File: src/rtl/flash_req_ctrl.sv
`timescale 1ns/1ps
`default_nettype none
// ============================================================================
// Module   : flash_req_ctrl
// Brief    : Host-side sequencer for flash_interface. Owns a DEPTH x 16
//            parameter buffer and turns save/load requests into wr/rd irq
//            pulses, streaming buffer words out and capturing read words.
//            Optional CRC-16-CCITT over loaded words: macro FLASH_REQ_CRC_EN.
// Revision : 1.0  initial release
// ============================================================================
module flash_req_ctrl #(
    parameter int ADDR_SZ     = 10,
    parameter int DEPTH       = 256,
    parameter int TIMEOUT_CYC = 2**20
) (
    input  logic                       i_clk,
    input  logic                       i_rst,
    input  logic                       i_save_req,
    input  logic                       i_load_req,
    input  logic [ADDR_SZ-1:0]         i_base_addr,
    input  logic [ADDR_SZ-1:0]         i_len,
    input  logic                       i_buf_we,
    input  logic [$clog2(DEPTH)-1:0]   i_buf_addr,
    input  logic [15:0]                i_buf_wdata,
    output logic [15:0]                o_buf_rdata,
    output logic                       o_busy,
    output logic                       o_done,
    output logic                       o_err,
    output logic [15:0]                o_crc,
    output logic                       o_wr_irq,
    output logic                       o_rd_irq,
    output logic [ADDR_SZ-1:0]         o_flash_addr_offset,
    output logic [ADDR_SZ-1:0]         o_flash_data_len,
    output logic [15:0]                o_flash_wdata,
    input  logic                       i_flash_wr_en,
    input  logic [ADDR_SZ-1:0]         i_flash_waddr,
    input  logic                       i_wr_dn,
    input  logic [15:0]                i_flash_rdata,
    input  logic                       i_flash_rd_en,
    input  logic [ADDR_SZ-1:0]         i_flash_raddr,
    input  logic                       i_flash_read_done
);

    localparam int c_IDX_W = $clog2(DEPTH);
    localparam int c_CNT_W = $clog2(TIMEOUT_CYC + 1);
    localparam logic [ADDR_SZ:0]     c_DEPTH_LEN = (ADDR_SZ + 1)'(DEPTH);
    localparam logic [c_CNT_W-1:0]   c_CNT_LAST  = c_CNT_W'(TIMEOUT_CYC - 1);

    localparam logic [2:0] c_ST_IDLE    = 3'd0;
    localparam logic [2:0] c_ST_WR_REQ  = 3'd1;
    localparam logic [2:0] c_ST_WR_WAIT = 3'd2;
    localparam logic [2:0] c_ST_RD_REQ  = 3'd3;
    localparam logic [2:0] c_ST_RD_WAIT = 3'd4;
    localparam logic [2:0] c_ST_FIN     = 3'd5;

    logic [2:0]          r_state;
    logic [2:0]          w_state_nxt;
    logic                w_accept;
    logic                w_load_accept;
    logic                w_bad_len;
    logic                w_timeout;
    logic [c_CNT_W-1:0]  r_cnt;
    logic                r_err;
    logic [ADDR_SZ-1:0]  r_offset;
    logic [ADDR_SZ-1:0]  r_len;
    logic [15:0]         r_wdata;
    logic [15:0]         r_buf_rdata;
    logic [15:0]         r_mem [DEPTH];

    logic [ADDR_SZ-1:0]  w_wdiff;
    logic [ADDR_SZ-1:0]  w_rdiff;
    logic [c_IDX_W-1:0]  w_widx;
    logic [c_IDX_W-1:0]  w_ridx;
    logic                w_flash_we;
    logic                w_host_we;
    logic                w_unused;

    // Wrap-around distance from the latched base, folded into the buffer.
    assign w_wdiff = i_flash_waddr - r_offset;
    assign w_rdiff = i_flash_raddr - r_offset;
    assign w_widx  = w_wdiff[c_IDX_W-1:0];
    assign w_ridx  = w_rdiff[c_IDX_W-1:0];

    assign w_flash_we = (r_state == c_ST_RD_WAIT) && i_flash_rd_en;
    assign w_host_we  = i_buf_we && !o_busy;

    assign w_unused = ^{i_flash_wr_en, w_wdiff, w_rdiff};

    always_comb begin
        w_state_nxt   = r_state;
        w_accept      = 1'b0;
        w_load_accept = 1'b0;
        w_bad_len     = 1'b0;
        w_timeout     = 1'b0;
        case (r_state)
            c_ST_IDLE: begin
                if (i_save_req || i_load_req) begin
                    if ({1'b0, i_len} > c_DEPTH_LEN) begin
                        w_bad_len = 1'b1;
                    end else begin
                        w_accept      = 1'b1;
                        w_load_accept = !i_save_req;
                        if (i_len == '0)
                            w_state_nxt = c_ST_FIN;
                        else if (i_save_req)
                            w_state_nxt = c_ST_WR_REQ;
                        else
                            w_state_nxt = c_ST_RD_REQ;
                    end
                end
            end
            c_ST_WR_REQ: w_state_nxt = c_ST_WR_WAIT;
            c_ST_RD_REQ: w_state_nxt = c_ST_RD_WAIT;
            c_ST_WR_WAIT: begin
                if (i_wr_dn) begin
                    w_state_nxt = c_ST_FIN;
                end else if (r_cnt == c_CNT_LAST) begin
                    w_timeout   = 1'b1;
                    w_state_nxt = c_ST_IDLE;
                end
            end
            c_ST_RD_WAIT: begin
                if (i_flash_read_done) begin
                    w_state_nxt = c_ST_FIN;
                end else if (r_cnt == c_CNT_LAST) begin
                    w_timeout   = 1'b1;
                    w_state_nxt = c_ST_IDLE;
                end
            end
            c_ST_FIN: w_state_nxt = c_ST_IDLE;
            default:  w_state_nxt = c_ST_IDLE;
        endcase
    end

    always_ff @(posedge i_clk) begin
        if (i_rst) begin
            r_state  <= c_ST_IDLE;
            r_cnt    <= '0;
            r_err    <= 1'b0;
            r_offset <= '0;
            r_len    <= '0;
        end else begin
            r_state <= w_state_nxt;
            r_err   <= w_bad_len || w_timeout;
            if (w_accept) begin
                r_offset <= i_base_addr;
                r_len    <= i_len;
            end
            // Counter restarts as the REQ state hands over to its WAIT state.
            if ((r_state == c_ST_WR_REQ) || (r_state == c_ST_RD_REQ))
                r_cnt <= '0;
            else if ((r_state == c_ST_WR_WAIT) || (r_state == c_ST_RD_WAIT))
                r_cnt <= r_cnt + c_CNT_W'(1);
        end
    end

    always_ff @(posedge i_clk) begin
        if (w_flash_we)
            r_mem[w_ridx] <= i_flash_rdata;
        else if (w_host_we)
            r_mem[i_buf_addr] <= i_buf_wdata;
    end

    always_ff @(posedge i_clk) begin
        if (i_rst) begin
            r_buf_rdata <= '0;
            r_wdata     <= '0;
        end else begin
            r_buf_rdata <= r_mem[i_buf_addr];
            if (r_state == c_ST_WR_WAIT)
                r_wdata <= r_mem[w_widx];
        end
    end

`ifdef FLASH_REQ_CRC_EN
    logic [15:0] r_crc;

    function automatic logic [15:0] f_crc_word(input logic [15:0] crc, input logic [15:0] data);
        logic [15:0] c;
        logic        fb;
        c = crc;
        for (int i = 15; i >= 0; i--) begin
            fb = c[15] ^ data[i];
            c  = {c[14:0], 1'b0} ^ (fb ? 16'h1021 : 16'h0000);
        end
        return c;
    endfunction

    always_ff @(posedge i_clk) begin
        if (i_rst)
            r_crc <= '0;
        else if (w_load_accept)
            r_crc <= 16'hFFFF;
        else if (w_flash_we)
            r_crc <= f_crc_word(r_crc, i_flash_rdata);
    end

    assign o_crc = r_crc;
`else
    logic w_unused_crc;
    assign w_unused_crc = w_load_accept;
    assign o_crc        = 16'h0000;
`endif

    assign o_busy              = (r_state == c_ST_WR_REQ) || (r_state == c_ST_WR_WAIT) ||
                                 (r_state == c_ST_RD_REQ) || (r_state == c_ST_RD_WAIT);
    assign o_done              = (r_state == c_ST_FIN);
    assign o_wr_irq            = (r_state == c_ST_WR_REQ);
    assign o_rd_irq            = (r_state == c_ST_RD_REQ);
    assign o_err               = r_err;
    assign o_buf_rdata         = r_buf_rdata;
    assign o_flash_wdata       = r_wdata;
    assign o_flash_addr_offset = r_offset;
    assign o_flash_data_len    = r_len;

endmodule
`default_nettype wire
File: config.mk
export PLATFORM = sky130hd
export DESIGN_NAME = flash_req_ctrl
export DESIGN_NICKNAME = d
export VERILOG_FILES = /design/src/rtl/flash_req_ctrl.sv
export SDC_FILE = /design/constraint.sdc
export NUM_CORES = 2
export LEC_CHECK = 0
export CAP_MARGIN = 20
export CELL_PAD_IN_SITES_DETAIL_PLACEMENT = 1
export CELL_PAD_IN_SITES_GLOBAL_PLACEMENT = 1
export CORE_AREA = 2 2 930 839
export CTS_CLUSTER_DIAMETER = 40
export DETAILED_ROUTE_END_ITERATION = 10
export DIE_AREA = 0 0 932 841
export GPL_ROUTABILITY_DRIVEN = 0
export PLACE_DENSITY = 0.42
export SLEW_MARGIN = 20
export SYNTH_ARGS = -nofsm -noshare
export SYNTH_HDL_FRONTEND = slang
export SYNTH_SLANG_ARGS = --single-unit
export TNS_END_PERCENT = 5
File: constraint.sdc
create_clock -name i_clk -period 12.2 [get_ports i_clk]
set_clock_uncertainty 0.05 [all_clocks]
set_input_delay 1.83 -clock i_clk [delete_from_list [all_inputs] [get_ports i_clk]]
set_output_delay 1.83 -clock i_clk [all_outputs]
set_load 0.05 [all_outputs]
==> results by group <==
Status
  – Status: finished, final reports clean

Finish
  – Finished layout cell area: 0.2361 mm2
  – Commonest non-fill, non-tap cell in the layout: edfxtp_1
  – Nets: 9,928
  – Most frequent cells in the layout: 4,096 x edfxtp_1, 2,489 x mux4_2, 774 x clkbuf_16
  – Synth-to-Final Area Change: 22.31%
  – Filler Cell Count: 77,460
  – Proportion of layout cells with a drive suffix above 1: 44.04%

Pwr
  – Reg power frac: 37.5%
  – VDD IR-drop max: 148.2 uV
  – Pwr dens: 185.4 mW/mm2
  – P_sw: 12.01 mW
  – Leak pwr: 73.13 nW
  – Switching share of power: 27.44%
  – Overall Power: 43.78 mW
  – Clock power frac: 48.7%
  – Combinational Power Share: 13.8%
  – P_int: 31.77 mW

Worst setup path
  – Top Family by Delay on Critical Path: buffers and inverters
  – Peak fanout along the critical path: 51
  – Crit end category: flop
  – Worst endpoint required time: 13.11 ns
  – CP Buf/Inv Count: 4
  – CP arrival: 8.50 ns
  – Worst path cell trace: clkdlybuf4s50_1 > inv_1 > fa_4 > buf_4 > buf_4 > mux4_2 > nand2_1 > nand3_1 > a32oi_1 > a31oi_1 > nor4_2 > nor4_1
  – Peak per-stage delay on the critical path: 1.46 ns
  – CP Class: in2reg
  – Most frequent CP cell: buf_4
  – Startpoint Class: input pin
  – CP max stage cell: fa_4

Clocking
  – Clock Path Buffers: 4
  – CTS sink count: 4,173
  – Root Driver: clkbuf_16
  – Clk slew on worst S/H paths: 0.05 ns
  – Post-CTS Setup Inserts: 0
  – Post-cts sizing count: 0
  – Clock H-tree levels: 6
  – Hold bufs inserted after CTS: 0
  – CTS tree: built
  – CTS Buf Count: 757
  – Clock network latency to the later pin of the worst-skew pair: 1.15 ns

Floorplan
  – Die W: 932 um
  – Die area: 0.7838 mm2
  – Core ar.: 0.7744 mm2
  – Die height: 841 um
  – Total I/O pin count: 162
  – Initial Util: 24.93%
  – FP Rows: 307

Synth
  – Post-synth EDFFs: 4,096
  – Yosys warns: 0
  – Asr flop ratio synth: 0%
  – Post-synthesis sequential area ratio: 64.51%
  – Synthesized area: 0.1930 mm2
  – Top_reg_cell synth: edfxtp_1
  – Mapped Avg Cell Area: 21.22 um2
  – Cells after Synth: 9,099
  – Yosys cell types: 66
  – Seq cells post-synth: 4,173

Timing
  – Least-Margin Pin Slew: 1.337 ns
  – Pins Over Slew Limit: 0
  – Setup violators final: 0
  – Final period utilization: 62.16%
  – Fmax: 131.9 MHz
  – Fin crit period: 7.584 ns
  – Post-route setup TNS: 0 ns
  – RSZ-0062 raised after global routing: no
  – Hold_ws: 0.4110 ns
  – Max_slew headroom: 10.13%
  – Fin. Hold Viols: 0

Routing
  – Routed length per instance: 38.94 um
  – DRT iter0 DRCs: 13,680
  – Via density: 5.299
  – DR pass1 iterations: 5
  – WL final: 812,600 um
  – DRC: 0
  – Routed vias: 110,600
  – Post-route antenna net violation count: 0

Run
  – Maxcap violations: 0

Global route
  – Total gr overflow: 0
  – Initial antenna violation count: 71
  – Largest net degree at the start of global routing: 205
  – Global Route Usage Sum: 20.19%
  – Global-route wire length before repair: 1,083,000 um
  – Vias in the first global route: 116,300

Place
  – Port-buffer cells: 140
  – Dpl hpwl: 499,100 um
  – Placed cell area: 0.2100 mm2

Hold path
  – Hold Path Class: reg2reg
synthesized netlist by cell type (3+ instances only):
| library cell | instances | share of area (%) |
|---|---|---|
| and2_1 | 5 | 0.016 |
| nor3b_1 | 4 | 0.016 |
| nor2b_1 | 19 | 0.062 |
| nor2_1 | 348 | 0.68 |
| a31oi_1 | 16 | 0.052 |
| clkbuf_1 | 383 | 0.74 |
| a21oi_1 | 65 | 0.17 |
| o22ai_1 | 11 | 0.036 |
| xnor2_1 | 13 | 0.059 |
| a21o_1 | 6 | 0.023 |
| nor4_1 | 31 | 0.10 |
| ha_1 | 16 | 0.10 |
| dfxtp_1 | 77 | 0.80 |
| mux2_2 | 3 | 0.017 |
| and3_1 | 33 | 0.11 |
| mux4_2 | 2489 | 29 |
| a211oi_1 | 9 | 0.035 |
| a32oi_1 | 18 | 0.082 |
| o21ai_0 | 16 | 0.041 |
| buf_2 | 173 | 0.45 |
| o211ai_1 | 3 | 0.012 |
| xor2_1 | 19 | 0.086 |
| a32o_1 | 49 | 0.25 |
| edfxtp_1 | 4096 | 64 |
| o211a_1 | 7 | 0.036 |
| buf_6 | 6 | 0.035 |
| nor3_1 | 35 | 0.091 |
| nand2_1 | 502 | 0.98 |
| or3b_2 | 3 | 0.014 |
| a22oi_1 | 38 | 0.15 |
| nand4_1 | 27 | 0.087 |
| nand3_1 | 181 | 0.47 |
| mux2i_1 | 119 | 0.62 |
| inv_1 | 17 | 0.033 |
| buf_4 | 42 | 0.16 |
| o311ai_0 | 5 | 0.023 |
| o21bai_1 | 14 | 0.054 |
| buf_1 | 115 | 0.22 |
| a311oi_1 | 5 | 0.023 |
| o21a_1 | 4 | 0.016 |
| or3_1 | 10 | 0.032 |
| nand2b_1 | 37 | 0.12 |
worst register-to-register path: stages, from the launching register on:
cell,delay [ns]
dfxtp_1,0.59
ha_4,0.37
fa_4,1.38
buf_4,0.49
buf_4,0.79
mux4_2,0.44
nand2_1,0.10
nand3_1,0.17
a32oi_1,0.94
a31oi_1,0.21
nor4_2,0.90
nor4_1,0.17
power groups by stage:
stage / clock network, mW / logic (mW) / registers [mW]
floorplan: 0 / 3.10 / 17.0
finish: 21.3 / 6.03 / 16.4
CTS: 21.7 / 6.05 / 16.4
detailed placement: 0 / 6.03 / 16.7
global placement: 0 / 5.96 / 16.7
global route: 22.3 / 6.28 / 16.4
metrics by stage:
stage	std cells	worst slack (ns)	utilization (%)
final	20870	4.616	30.49
after global routing	20850	4.611	30.48
after CTS	20830	4.502	30.45
after detailed placement	19410	3.274	27.12
after global placement	19400	3.229	27.12
after floorplan	9114	5.438	-
path summary, 6_finish.rpt:
check,to,startpoint,depth (start not counted),slack (ns)
setup / recovery,o_flash_wdata[6],i_flash_waddr[1],12,4.62
hold / removal,o_flash_data_len[4],o_flash_data_len[4],2,0.41
setup reg to reg,o_flash_wdata[6],o_flash_addr_offset[0],11,5.44
hold reg to reg,o_flash_data_len[4],o_flash_data_len[4],2,0.41
logic make-up (layout without fill, tap and decap cells):
| family | count (synthesis) | count (layout) | synth area share, % |
|---|---|---|---|
| buffers and inverters | 737 | 2110 | 1.650 |
| DFF | 4173 | 4173 | 64.51 |
| xor gates and xnor gates | 33 | 33 | 0.1536 |
| other | 1 | 48 | 0.001943 |
| AOI/OAI and AO/OA | 281 | 281 | 1.077 |
| muxes | 2611 | 2611 | 29.67 |
| adders and majority gates | 18 | 18 | 0.1244 |
| and+or+nand+nor | 1245 | 1245 | 2.806 |
routing by layer:
layer  vias up  global-route usage (%)  routed length [um]
met5         -                       0                  50
met4         8                   6.512               28180
met3      1054                   3.833               57320
met2      4879                   31.63              371900
met1     62960                   28.37              355100
li1      41690                       -                   -
flip-flops by register name (all words and copies together) (netlist names):
register             cells
o_err                    1
r_mem                 4096
o_buf_rdata             16
o_flash_wdata           16
r_cnt                   21
o_flash_data_len        10
o_flash_addr_offset     10
r_state                  3
area by class of cell:
cell class / count / area [um2] / share of cell area (%)
timing repair buffer: 667 / 5957 / 2.523
antenna: 32 / 80.08 / 0.03391
clock inverter: 564 / 6026 / 2.552
sequential: 4173 / 124500 / 52.75
tap: 10350 / 12950 / 5.485
inverter: 18 / 67.56 / 0.02862
multi-input combinational: 4204 / 66760 / 28.27
clock buffer: 861 / 19740 / 8.358
(Power assumes the default switching activity.)
